[config.mk]
export PLATFORM = sky130hd
export DESIGN_NAME = lock_ctrl
export DESIGN_NICKNAME = d
export VERILOG_FILES = /design/src/rtl/lock_ctrl.sv
export SDC_FILE = /design/constraint.sdc
export NUM_CORES = 1
export LEC_CHECK = 0
export CORE_MARGIN = 10
export CORE_UTILIZATION = 45
export DETAILED_ROUTE_END_ITERATION = 7
export PLACE_DENSITY = 0.8
export SYNTH_ARGS = -nofsm -noshare
export SYNTH_HDL_FRONTEND = slang
export SYNTH_SLANG_ARGS = --single-unit
[constraint.sdc]
create_clock -name clk -period 3 [get_ports clk]
set_clock_uncertainty 0.05 [all_clocks]
set_input_delay 0.3 -clock clk [delete_from_list [all_inputs] [get_ports clk]]
set_output_delay 0.3 -clock clk [all_outputs]
set_load 0.05 [all_outputs]
[src/rtl/lock_ctrl.sv]
// lock_ctrl: six-digit keypad lock with external comparator, timed open window,
// password change while open, and lockout after repeated failed attempts.
module lock_ctrl #(
    parameter logic [23:0] INIT_PW     = 24'h123456,
    parameter logic [15:0] OPEN_CYCLES = 16'd1000,
    parameter logic [15:0] LOCK_CYCLES = 16'd5000,
    parameter logic [1:0]  MAX_TRIES   = 2'd3
) (
    input  logic        clk,
    input  logic        rst_n,
    input  logic        key_valid,
    input  logic [3:0]  key_code,
    input  logic        judge_ok,
    output logic        judge_en,
    output logic [23:0] entry_pw,
    output logic [23:0] stored_pw,
    output logic [2:0]  digit_cnt,
    output logic        unlock,
    output logic        err,
    output logic        alarm
);
    typedef enum logic [2:0] {IDLE, ENTRY, CHK0, CHK1, OPEN, SETPW, LOCK} state_t;

    state_t      state, state_d;
    logic [23:0] entry_d, stored_d, ins_pw;
    logic [2:0]  cnt_d;
    logic [1:0]  fail, fail_d, fail_next;
    logic [15:0] timer, timer_d;
    logic [4:0]  slot_lsb;
    logic        err_d, fail_now, is_digit, can_digit, k_enter, k_clear, k_set, expire;
    logic [1:0]  rst_sync;
    logic        rst_core_n;

    // Assertion propagates asynchronously; release is aligned to clk.
    always_ff @(posedge clk or negedge rst_n)
        if (!rst_n) rst_sync <= 2'b00;
        else        rst_sync <= {rst_sync[0], 1'b1};

    assign rst_core_n = rst_sync[1];

    assign judge_en = (state == CHK0) || (state == CHK1);
    assign unlock   = state == OPEN;
    assign alarm    = state == LOCK;

    always_comb begin
        state_d   = state;
        entry_d   = entry_pw;
        cnt_d     = digit_cnt;
        stored_d  = stored_pw;
        fail_d    = fail;
        timer_d   = timer;
        err_d     = 1'b0;
        fail_now  = 1'b0;
        is_digit  = key_valid && (key_code <= 4'd9);
        can_digit = is_digit && (digit_cnt < 3'd6);
        k_enter   = key_valid && (key_code == 4'hA);
        k_clear   = key_valid && (key_code == 4'hB);
        k_set     = key_valid && (key_code == 4'hC);
        expire    = ((state == OPEN) || (state == LOCK)) && (timer <= 16'd1);
        fail_next = fail + 2'd1;
        // Slot digit_cnt+1 counts from the most significant nibble.
        slot_lsb  = {3'd5 - digit_cnt, 2'b00};
        ins_pw    = entry_pw;
        ins_pw[slot_lsb +: 4] = key_code;
        case (state)
            IDLE: begin
                if (can_digit) begin
                    entry_d = ins_pw;
                    cnt_d   = digit_cnt + 3'd1;
                    state_d = ENTRY;
                end
            end
            ENTRY: begin
                if (can_digit) begin
                    entry_d = ins_pw;
                    cnt_d   = digit_cnt + 3'd1;
                end else if (k_clear) begin
                    entry_d = '0;
                    cnt_d   = '0;
                    state_d = IDLE;
                end else if (k_enter) begin
                    if (digit_cnt == 3'd6) state_d = CHK0;
                    else                   fail_now = 1'b1;
                end
            end
            CHK0: state_d = CHK1;
            CHK1: begin
                if (judge_ok) begin
                    state_d = OPEN;
                    fail_d  = '0;
                    entry_d = '0;
                    cnt_d   = '0;
                    timer_d = OPEN_CYCLES;
                end else begin
                    fail_now = 1'b1;
                end
            end
            OPEN: begin
                if (expire) begin
                    state_d = IDLE;
                    timer_d = '0;
                end else if (k_set) begin
                    state_d = SETPW;
                    timer_d = '0;
                    entry_d = '0;
                    cnt_d   = '0;
                end else begin
                    timer_d = timer - 16'd1;
                end
            end
            SETPW: begin
                if (can_digit) begin
                    entry_d = ins_pw;
                    cnt_d   = digit_cnt + 3'd1;
                end else if (k_enter && digit_cnt == 3'd6) begin
                    stored_d = entry_pw;
                    entry_d  = '0;
                    cnt_d    = '0;
                    state_d  = IDLE;
                end else if (k_clear) begin
                    entry_d = '0;
                    cnt_d   = '0;
                    state_d = IDLE;
                end
            end
            LOCK: begin
                if (expire) begin
                    state_d = IDLE;
                    fail_d  = '0;
                    timer_d = '0;
                end else begin
                    timer_d = timer - 16'd1;
                end
            end
            default: state_d = IDLE;
        endcase
        if (fail_now) begin
            err_d   = 1'b1;
            entry_d = '0;
            cnt_d   = '0;
            fail_d  = fail_next;
            state_d = (fail_next == MAX_TRIES) ? LOCK : IDLE;
            timer_d = (fail_next == MAX_TRIES) ? LOCK_CYCLES : 16'd0;
        end
    end

    always_ff @(posedge clk or negedge rst_core_n) begin
        if (!rst_core_n) begin
            state     <= IDLE;
            entry_pw  <= '0;
            stored_pw <= INIT_PW;
            digit_cnt <= '0;
            fail      <= '0;
            timer     <= '0;
            err       <= 1'b0;
        end else begin
            state     <= state_d;
            entry_pw  <= entry_d;
            stored_pw <= stored_d;
            digit_cnt <= cnt_d;
            fail      <= fail_d;
            timer     <= timer_d;
            err       <= err_d;
        end
    end
endmodule
Yosys cells after proc, flatten, opt, wreduce, memory -nomap -nowiden
Cells that the tools add are included.
{ "op_classes": {"n_mux": 54, "shifts": 2, "bitwise": 1, "order_cmp": 3, "n_reduce_logical": 18, "eq_ne": 22, "addsub": 5} }
{ "ops": {"columns": ["cell", "count"], "rows": [
  ["$mux 24", 9],
  ["$pmux 24 s5", 1],
  ["$mux 16", 5],
  ["$mux 3", 23],
  ["$pmux 16 s3", 1],
  ["$bwmux 24", 1],
  ["$shift 4x7->24 const A", 1],
  ["$shiftx 4x7->24", 1],
  ["$pmux 3 s7", 1],
  ["$le 16x1->1 const B", 1],
  ["$sub 16x1->16 const B", 1],
  ["$ne 3x3->1 const B", 5],
  ["$pmux 3 s5", 1],
  ["$mux 13", 1],
  ["$eq 3x3->1 const B", 4],
  ["$eq 4x4->1 const B", 3],
  ["$ne 4x4->1 const B", 3],
  ["$reduce_and 9->1", 1],
  ["$logic_and 1x1->1", 7],
  ["$neg 5->7", 1],
  ["$eq 3x2->1 const B", 2],
  ["$mux 1", 6],
  ["$mux 2", 3],
  ["$ne 3x1->1 const B", 2],
  ["19 further kinds", 21]
]} }
{ "totals": {"output_inout_bits": 55, "inputBits": 8, "wordCells": 113, "reg_bits": 75} }

Logic depth before layout (Yosys ltp)
Gate-level depths: netlist of run 1.
{ "logic_depth": {"depth_word": 8, "mapped_depth": 9} }

Least setup slack after synthesis of run 1
No wires, ideal clock.
{ "synth_timing": {"path_kind": "reg-to-reg", "start": "register digit_cnt[1]", "end": "register entry_pw[4]", "t_arrival_ns": 2.517, "period_less_slack_ns": 2.652, "path_slack_ns": 0.348, "path_stages_with_launch": 8, "n_path_buf": 1, "required_ns": 2.865, "cell_sequence": "dfrtp_1 ha_1 or4b_2 o221ai_1 o22a_1 clkbuf_1 nand4_1 o22ai_1"} }
{ "synth_via": {"elab_chain_cells": 8, "word_cells_on_any_way": 26, "classes_between": "add/sub: 2; order compare: 1; eq/ne: 5; shift: 2; mux: 12; reduce/logical: 4"} }
{ "synth_rtl": {"columns": ["item", "line_no", "text"], "rows": [
  ["start: declaration", "17", "output logic [2:0] digit_cnt,"],
  ["start signal: assignment", "160", "digit_cnt <= cnt_d;"],
  ["parallel branches: the longest is 8 deep, another holds $neg 5->7", null, null],
  ["end signal: assignment", "158", "entry_pw <= entry_d;"],
  ["end: declaration", "15", "output logic [23:0] entry_pw,"]
]} }
Parallel ways; which one is timed is not known. The select of a mux whose other input is x is not followed.
A chain may end at the register's enable or synchronous reset.

Worst setup path after layout of run 1
{ "layout_timing": {"start": "register digit_cnt[1]", "end": "register entry_pw[0]"} }
The elaborated chain is that of the path after synthesis.

==> flow_summary.ini, run 1 <==
[run_status]
status = complete, no violations

[clocking]
clock_latency_ns = 0.36
clockBufferDepth = 2
clock-root-buffer = clkbuf_8
cts-hold-fix-buffers = 0
htree_levels = 3
ctsResizeCount = 0
tritoncts = done
cts_buffers = 9
cts_sinks = 75
clk_pin_slew_ns = 0.09
cts_setup_buffers = 0

[critical_path]
rr_worst_depth = 8
slowest_delay_ns = 0.49
required_ns = 3.16
critPathTopFamily = adder cells
cp-start-kind = register
worst_r2r_endpoint = entry_pw[0]
worstPathCellList = inv_1 -> ha_1 -> inv_1 -> ha_1 -> nor3_1 -> nand2_1 -> a211oi_1 -> o221ai_1
reg2reg_slack_ns = 0.37
timing_worst_setup_path_type = register to register
r2r_start = digit_cnt[1]
cp.buffers_inverters = 2
endpoint_kind = register
cp.arrival_ns = 2.79
slowest_stage = dfrtp_1
worst-path-max-fanout = 7

[placed_design]
port-buffer-count = 62
placed_cells = 556
hpwl_um = 7560
gp_congestion = 0.952

[logic_synthesis]
ys_types = 60
synthTopCellsByArea = dfrtp_1 (42%), mux2_2 (8.0%), dfstp_2 (6.0%), ha_1 (3.5%), inv_1 (2.9%)
muxShareOfSynthArea_pct = 8.49
syn_nets = 399
synth.most_common_cell = dfrtp_1
async_flop_share_pct = 100
synth_seq_cells = 75
synthAdderAreaFrac_pct = 3.48
synth_xor_area_share_pct = 0
synth_warnings = 0
synth_common_cells = dfrtp_1 (66), inv_1 (31), mux2_2 (28)
avgSynthCellArea_um2 = 10.4
netlist_area_mm2 = 0.00395
synth_ff_type = dfrtp_1
synth_top_family_by_area = compound AO/OA/AOI/OAI gates
synth_compound_area_share_pct = 19.4
seq_area_frac_synth_pct = 47.8
synth-simple-area-share_pct = 16.1
synth_edf_count = 0
yosysTopAreaCell = dfrtp_1
syn_inst = 380
yosys.area.top_type_share_pct = 41.8

[routing]
detail-route-antenna-nets = 0
avgViaCountPerCell = 5.88
wl_per_cell_um = 17.5
remaining_drc_errors = 0
drtIter0Drc = 334
first_pass_iters = 6
num_vias = 3362
wirelength_um = 10000

[global_route]
first_global_vias = 3275
grt_pass1_wl_um = 16800
gr-total-overflow = 0
antenna_found_initial = 0
track_usage_pct = 15.8
grt_start_max_net_pins = 38

[cells_and_area]
drive_above_1_share_pct = 17.9
layout.nets = 478
nFillCells = 740
antenna_cells = 0
seqCellArea_mm2 = 0.00189
area_growth_pct = 26.3
multi_input_area_mm2 = 0.00189
fin_cells = 572

[pwr]
p_leak_uw = 0.00216
ir_drop_v = 0.000526
power.density_mw_per_mm2 = 891

[timing]
fin_crit_sh_pct = 87.7
hold_violations = 0
slew_violations = 0
max-slew-margin-rel_pct = 57.1
whs_ns = 0.0414
setup_viol = 0
min_period_ns = 2.63
fmax_mhz = 380
worstMarginPinSlew_ns = 0.641
setup_tns_ns = 0
rsz0062_at_grt = no

[flow_run]
maxCapViolCount = 0

[die]
rows = 34
io_pins = 63
core_mm2 = 0.00864
die_w_um = 114
dieArea_mm2 = 0.0129
die_h_um = 114
start_util_pct = 45.8

[worst_hold_path]
hold_path.class = input pin to async pin
==> area by class of cell <==
cell class | count | share of cell area [%]
Clock inverter | 7 | 1.23
Tap cell | 108 | 2.71
Sequential cell | 75 | 37.9
Multi-Input combinational cell | 259 | 37.8
Clock buffer | 9 | 2.48
Inverter | 31 | 2.33
Timing Repair Buffer | 83 | 15.6
==> through the flow <==
| step | total power [uW] | instance area [um2] | utilization, % | setup WS, ns |
|---|---|---|---|---|
| global route | 4750 | 4990 | 57.8 | 0.103 |
| detailed placement | 3700 | 4800 | 55.6 | 0.243 |
| global placement | 3650 | 4800 | 55.6 | 0.312 |
| CTS | 4450 | 4990 | 57.8 | 0.407 |
| floorplan | 3000 | 3950 | - | 0.348 |
| finish | 4450 | 4990 | 57.8 | 0.370 |
==> where the power goes <==
part | leakage [uW] | total [uW] | internal (uW) | switching [uW]
sequential | 0.000973 | 1460 | 1220 | 242
clock | 0.0000936 | 740 | 316 | 424
combinational | 0.00110 | 2240 | 854 | 1390
total | 0.00216 | 4450 | 2390 | 2060
==> flip-flops by register name (all words and copies together), names as in the netlist <==
signal,count
stored_pw,24
timer,16
rst_sync,2
err,1
fail,2
entry_pw,24
state,3
digit_cnt,3
==> logic make-up (layout without fill, tap and decap cells) <==
logic type,Yosys count,after routing
AND/OR/NAND/NOR,111,111
AO/OA/AOI/OAI,106,106
flip-flops,75,75
buffers and inverters,46,130
multiplexers,30,30
adder cells (fa/ha/maj),11,11
other,1,1
==> how the worst max path moves through the flow <==
stage | to | start | cells after the start | slack, ns
floorplan | entry_pw[4] | digit_cnt[1] | 7 | 0.35
global placement | entry_pw[8] | key_code[2] | 6 | 0.31
detailed placement | entry_pw[9] | key_code[2] | 6 | 0.24
CTS | entry_pw[17] | digit_cnt[1] | 9 | 0.41
global route | entry_pw[9] | digit_cnt[1] | 6 | 0.10
finish | entry_pw[0] | digit_cnt[1] | 8 | 0.37
==> placed cells by master, fill, tap and decap left out, types with 12 or more instances in the layout <==
cell type        Yosys  routed
dfrtp_1             66      65
clkdlybuf4s50_1      0      62
inv_1               31      31
mux2_2              28      28
buf_4                1      21
nor2_1              16      16
o22ai_1             15      15
o21ai_0             14      14
nor3_1              14      14
nand2_1             12      12
nand3_1             12      12
==> routing by layer <==
metal / GRT usage (%) / up-vias / wire length [um]
li1: - / 1595 / -
met1: 21.1 / 1616 / 4360
met2: 24.2 / 135 / 4740
met3: 4.09 / 16 / 755
met4: 5.33 / 0 / 178
met5: 0 / - / 0
Power figures use the tool's default switching activity.
==> run 2, diff against run 1 <==
--- a/config.mk
+++ b/config.mk
@@ -5,10 +5,11 @@
 export SDC_FILE = /design/constraint.sdc
 export NUM_CORES = 1
 export LEC_CHECK = 0
+export CORE_ASPECT_RATIO = 0.7
 export CORE_MARGIN = 10
-export CORE_UTILIZATION = 45
+export CORE_UTILIZATION = 54
 export DETAILED_ROUTE_END_ITERATION = 7
-export PLACE_DENSITY = 0.8
+export PLACE_DENSITY = 0.91
 export SYNTH_ARGS = -nofsm -noshare
 export SYNTH_HDL_FRONTEND = slang
 export SYNTH_SLANG_ARGS = --single-unit
==> run 2 against run 1 <==
First-iteration DRC count is 9.3% higher; clock power is 32% higher; die area is 13% lower; largest cell class unchanged; power is 7.0% higher; combinational power hardly changed; critical path depth is 1 lower; non-clock buffer count is 3 lower; critical path type unchanged; hold slack better by 0.018 ns; count of clock-buffer cells in the layout stayed put.
==> flow_summary.ini, run 2 (synthesis results as in run 1) <==
[critical_path]
rr_worst_depth = 7
reg2reg_slack_ns = 0.17
cp-start-kind = register
timing_worst_setup_path_type = register to register
cp-startpoint = digit_cnt[1]
r2r_start = digit_cnt[1]
required_ns = 3.17
crit_path_end = state[0]
worstPathCellList = ha_1 -> nor2b_1 -> o41ai_1 -> buf_4 -> and2_1 -> o311ai_1 -> mux2_2
worst-path-max-fanout = 7
slowest_delay_ns = 0.54
worst_r2r_endpoint = state[0]
endpoint_kind = register
cp.arrival_ns = 3.01
slowest_stage = o311ai_1

[timing]
setup_tns_ns = 0
hold_violations = 0
slew_violations = 0
max-slew-margin-rel_pct = 52.6
setup_viol = 0
timing.final.ws_setup_ns = 0.168
rsz0062_at_grt = no
fmax_mhz = 353
min_period_ns = 2.83
fin_crit_sh_pct = 94.4
worstMarginPinSlew_ns = 0.705

[clocking]
clockBufferDepth = 2
tritoncts = done
clk_pin_slew_ns = 0.08
cts_buffers = 9
ctsResizeCount = 0
cts-hold-fix-buffers = 0
cts_sinks = 75
clock-root-buffer = clkbuf_8
cts_setup_buffers = 0
htree_levels = 3
clock_latency_ns = 0.35

[placed_design]
place_ws_ns = 0.144
hpwl_um = 8440
port-buffer-count = 62
gp_congestion = 0.914

[global_route]
grt_start_max_net_pins = 50
track_usage_pct = 19.6
gr-total-overflow = 0
grt_pass1_wl_um = 18000
first_global_vias = 3421
antenna_found_initial = 0

[pwr]
p_leak_uw = 0.00219
ir_drop_v = 0.000538
power.density_mw_per_mm2 = 946

[flow_run]
maxCapViolCount = 0

[die]
io_pins = 63
core_mm2 = 0.00694
die_h_um = 91.6
start_util_pct = 56.9
die_w_um = 122
rows = 25
dieArea_mm2 = 0.0112

[cells_and_area]
area_growth_pct = 27.3
layout_commonest_cell = dfrtp_1
top_regs = entry_pw x24, stored_pw x24, timer x16
layout.nets = 475
final_cell_mix = dfrtp_1 (65), clkdlybuf4s50_1 (62), inv_1 (31)
antenna_cells = 0
drive_above_1_share_pct = 17.4

[routing]
first_pass_iters = 7
avgViaCountPerCell = 6.39
num_vias = 3548
drtIter0Drc = 365
remaining_drc_errors = 0
wirelength_um = 11400
wl_per_cell_um = 20.5
detail-route-antenna-nets = 0

[run_status]
status = complete, no violations

[worst_hold_path]
hold_path.class = input pin to async pin
-- run 2: changes by cell type in the layout (fill, tap and decap cells not counted), sizes merged --
| cell | before | now |
|---|---|---|
| clkinvlp | 1 | 0 |
| clkinv | 3 | 0 |
| bufinv | 0 | 3 |
| inv | 34 | 35 |
| buf | 21 | 18 |
-- run 2: worst min path at each step --
stage                 from       endpoint  depth (start not counted)
6_report             rst_n    rst_sync[0]                          1
2_1_floorplan        rst_n    rst_sync[0]                          0
3_3_place_gp   rst_sync[1]  stored_pw[14]                          0
3_5_place_dp   rst_sync[1]  stored_pw[14]                          0
4_1_cts              rst_n    rst_sync[0]                          1
5_1_grt              rst_n    rst_sync[0]                          1
-- run 2: per-layer routing --
metal / vias to the layer above / part of all wire, % / global-route usage [%]
met4: 0 / 1.3 / 5.09
met1: 1726 / 43 / 26.2
li1: 1593 / - / -
met5: - / 0 / 0
met3: 20 / 11 / 5.75
met2: 209 / 45 / 30.3
-- run 2: stage by stage --
step / instances / utilization (%) / area (um2) / total power, uW / hold WS [ns]
6_report: 555 / 72.5 / 5030 / 4760 / 0.0593
3_3_place_gp: 539 / 68.8 / 4780 / 3640 / 0.242
4_1_cts: 555 / 72.5 / 5030 / 4720 / 0.0569
2_1_floorplan: 380 / - / 3950 / 3000 / -0.0456
3_5_place_dp: 539 / 68.8 / 4780 / 3730 / 0.248
5_1_grt: 555 / 72.5 / 5030 / 5000 / 0.0473
-- run 2: final cells by class --
cell class / instances / area [um2]
clock inverters: 7 / 130
clock buffers: 9 / 124
inverters: 31 / 116
flip-flops and latches: 75 / 1890
repair buffers: 80 / 768
multi-input cells: 259 / 1890
fillers: 497 / 1910
well taps: 94 / 118
-- run 2: where the power goes --
group / internal, uW / total [uW] / switching, uW
combinational: 839 / 2270 / 1430
sequential: 1220 / 1510 / 285
clock: 570 / 979 / 409
total: 2630 / 4760 / 2130
-- run 2: critical path, delay by kind of cell, from the launching register on --
| kind | cells | cell delay, ns |
|---|---|---|
| flip-flops | 1 | 0.50 |
| AO/OA/AOI/OAI | 2 | 0.69 |
| AND/OR/NAND/NOR | 2 | 0.60 |
| multiplexers | 1 | 0.41 |
| adder cells (fa/ha/maj) | 1 | 0.30 |
| buffers and inverters | 1 | 0.16 |
==> run 3, diff against run 2 <==
--- a/config.mk
+++ b/config.mk
@@ -9,6 +9,7 @@
 export CORE_MARGIN = 10
 export CORE_UTILIZATION = 54
 export DETAILED_ROUTE_END_ITERATION = 7
+export HOLD_SLACK_MARGIN = 0.15
 export PLACE_DENSITY = 0.91
 export SYNTH_ARGS = -nofsm -noshare
 export SYNTH_HDL_FRONTEND = slang
==> run 3 against run 2 <==
First-iteration DRC count up 3.8%; setup slack improved by 0.012 ns; sequential share of layout area decreased by 0.074 points; count of clock-buffer cells in the layout unchanged; flip-flop and latch count is the same; cell area up 0.20%; register-to-register slack about the same; critical endpoint unchanged.
==> flow_summary.ini, run 3 (synthesis results as in run 1) <==
[pwr]
ir_drop_v = 0.000538
clockPowerShare_pct = 20.5
power_uw = 4760
p_leak_uw = 0.00219
power.density_mw_per_mm2 = 944
power_switching_share_pct = 44.7
seq_power_share_pct = 31.6
p_int_uw = 2630
comb_power_share_pct = 47.8
switching_power_uw = 2130

[timing]
slew_violations = 0
setup_tns_ns = 0
min_period_ns = 2.82
worstMarginPinSlew_ns = 0.739
hold_violations = 0
fin_crit_sh_pct = 94.0
setup_viol = 0
fmax_mhz = 355
max-slew-margin-rel_pct = 50.3
whs_ns = 0.226
rsz0062_at_grt = no
timing.final.ws_setup_ns = 0.180

[die]
start_util_pct = 56.9
dieArea_mm2 = 0.0112
rows = 25
io_pins = 63
core_mm2 = 0.00694
die_h_um = 91.6
die_w_um = 122

[critical_path]
worst-path-max-fanout = 7
r2r_start = digit_cnt[1]
slowest_stage = o311ai_1
endpoint_kind = register
cp-start-kind = register
reg2reg_slack_ns = 0.18
timing_worst_setup_path_type = register to register
worstPathCellList = ha_1 -> nor2b_1 -> o41ai_1 -> buf_4 -> and2_1 -> o311ai_1 -> mux2_2
cp-startpoint = digit_cnt[1]
required_ns = 3.17
cp.arrival_ns = 2.99
slowest_delay_ns = 0.53

[cells_and_area]
area_growth_pct = 27.6
drive_above_1_share_pct = 17.3
layout_commonest_cell = dfrtp_1
layout.nets = 476
top_regs = entry_pw x24, stored_pw x24, timer x16
final_cell_mix = dfrtp_1 (65), clkdlybuf4s50_1 (62), inv_1 (31)
antenna_cells = 0

[clocking]
cts_buffers = 9
cts_sinks = 75
clk_pin_slew_ns = 0.08
tritoncts = done
cts-hold-fix-buffers = 1
cts_setup_buffers = 0
ctsResizeCount = 0
clock_latency_ns = 0.35
clock-root-buffer = clkbuf_8
clockBufferDepth = 2
htree_levels = 3

[routing]
first_pass_iters = 6
avgViaCountPerCell = 6.35
remaining_drc_errors = 0
num_vias = 3531
wirelength_um = 11400
detail-route-antenna-nets = 0
wl_per_cell_um = 20.4
drtIter0Drc = 379

[worst_hold_path]
hold_path.class = register to async pin

[placed_design]
port-buffer-count = 62
place_ws_ns = 0.144
gp_congestion = 0.914
hpwl_um = 8440

[global_route]
grt_start_max_net_pins = 50
antenna_found_initial = 0
first_global_vias = 3424
grt_pass1_wl_um = 18000
track_usage_pct = 19.6
gr-total-overflow = 0

[flow_run]
maxCapViolCount = 0

[run_status]
status = complete, no violations
[run 3: cell count changes in the layout (fill, tap and decap cells not counted), sizes merged]
cell | before | now
dlygate4sd3 | 0 | 1
[run 3: per-stage QoR]
stage / std cells / area [um2] / util [%]
global route: 556 / 5040 / 72.6
floorplan: 380 / 3950 / -
detailed placement: 539 / 4780 / 68.8
CTS: 556 / 5040 / 72.6
global placement: 539 / 4780 / 68.8
finish: 556 / 5040 / 72.6
[run 3: final cells by class]
cell class | instances | area, um2
repair buffers | 81 | 778
flip-flops and latches | 75 | 1890
multi-input cells | 259 | 1890
fillers | 493 | 1900
well taps | 94 | 118
clock buffers | 9 | 124
clock inverters | 7 | 130
inverters | 31 | 116
[run 3: worst paths after layout]
path | depth (start not counted) | end
worst max-delay path | 7 | state[0]
worst min-delay path | 0 | stored_pw[14]
worst max register to register | 7 | state[0]
min in group clk | 0 | rst_sync[1]
worst min register to register | 0 | stored_pw[14]
max in group asynchronous | 1 | stored_pw[20]
[run 3: per-layer routing]
metal,wire [um],track usage [%]
met5,0,0
met4,140,5.09
met3,1170,5.75
met2,5110,30.3
met1,4930,26.3
[run 3: power by group through the flow]
stage	sequential [uW]	combinational (uW)	clock (uW)
2_1_floorplan	1830	1170	0
3_3_place_gp	1490	2160	0
3_5_place_dp	1520	2220	0
4_1_cts	1500	2240	983
5_1_grt	1540	2430	1030
6_report	1500	2270	977
[run 3: critical path, delay by kind of cell, from the launching register on]
kind | cells | cell delay (ns)
compound gates | 2 | 0.68
simple gates | 2 | 0.60
flops | 1 | 0.50
mux | 1 | 0.40
fa+ha+maj | 1 | 0.30
buf+inv | 1 | 0.17
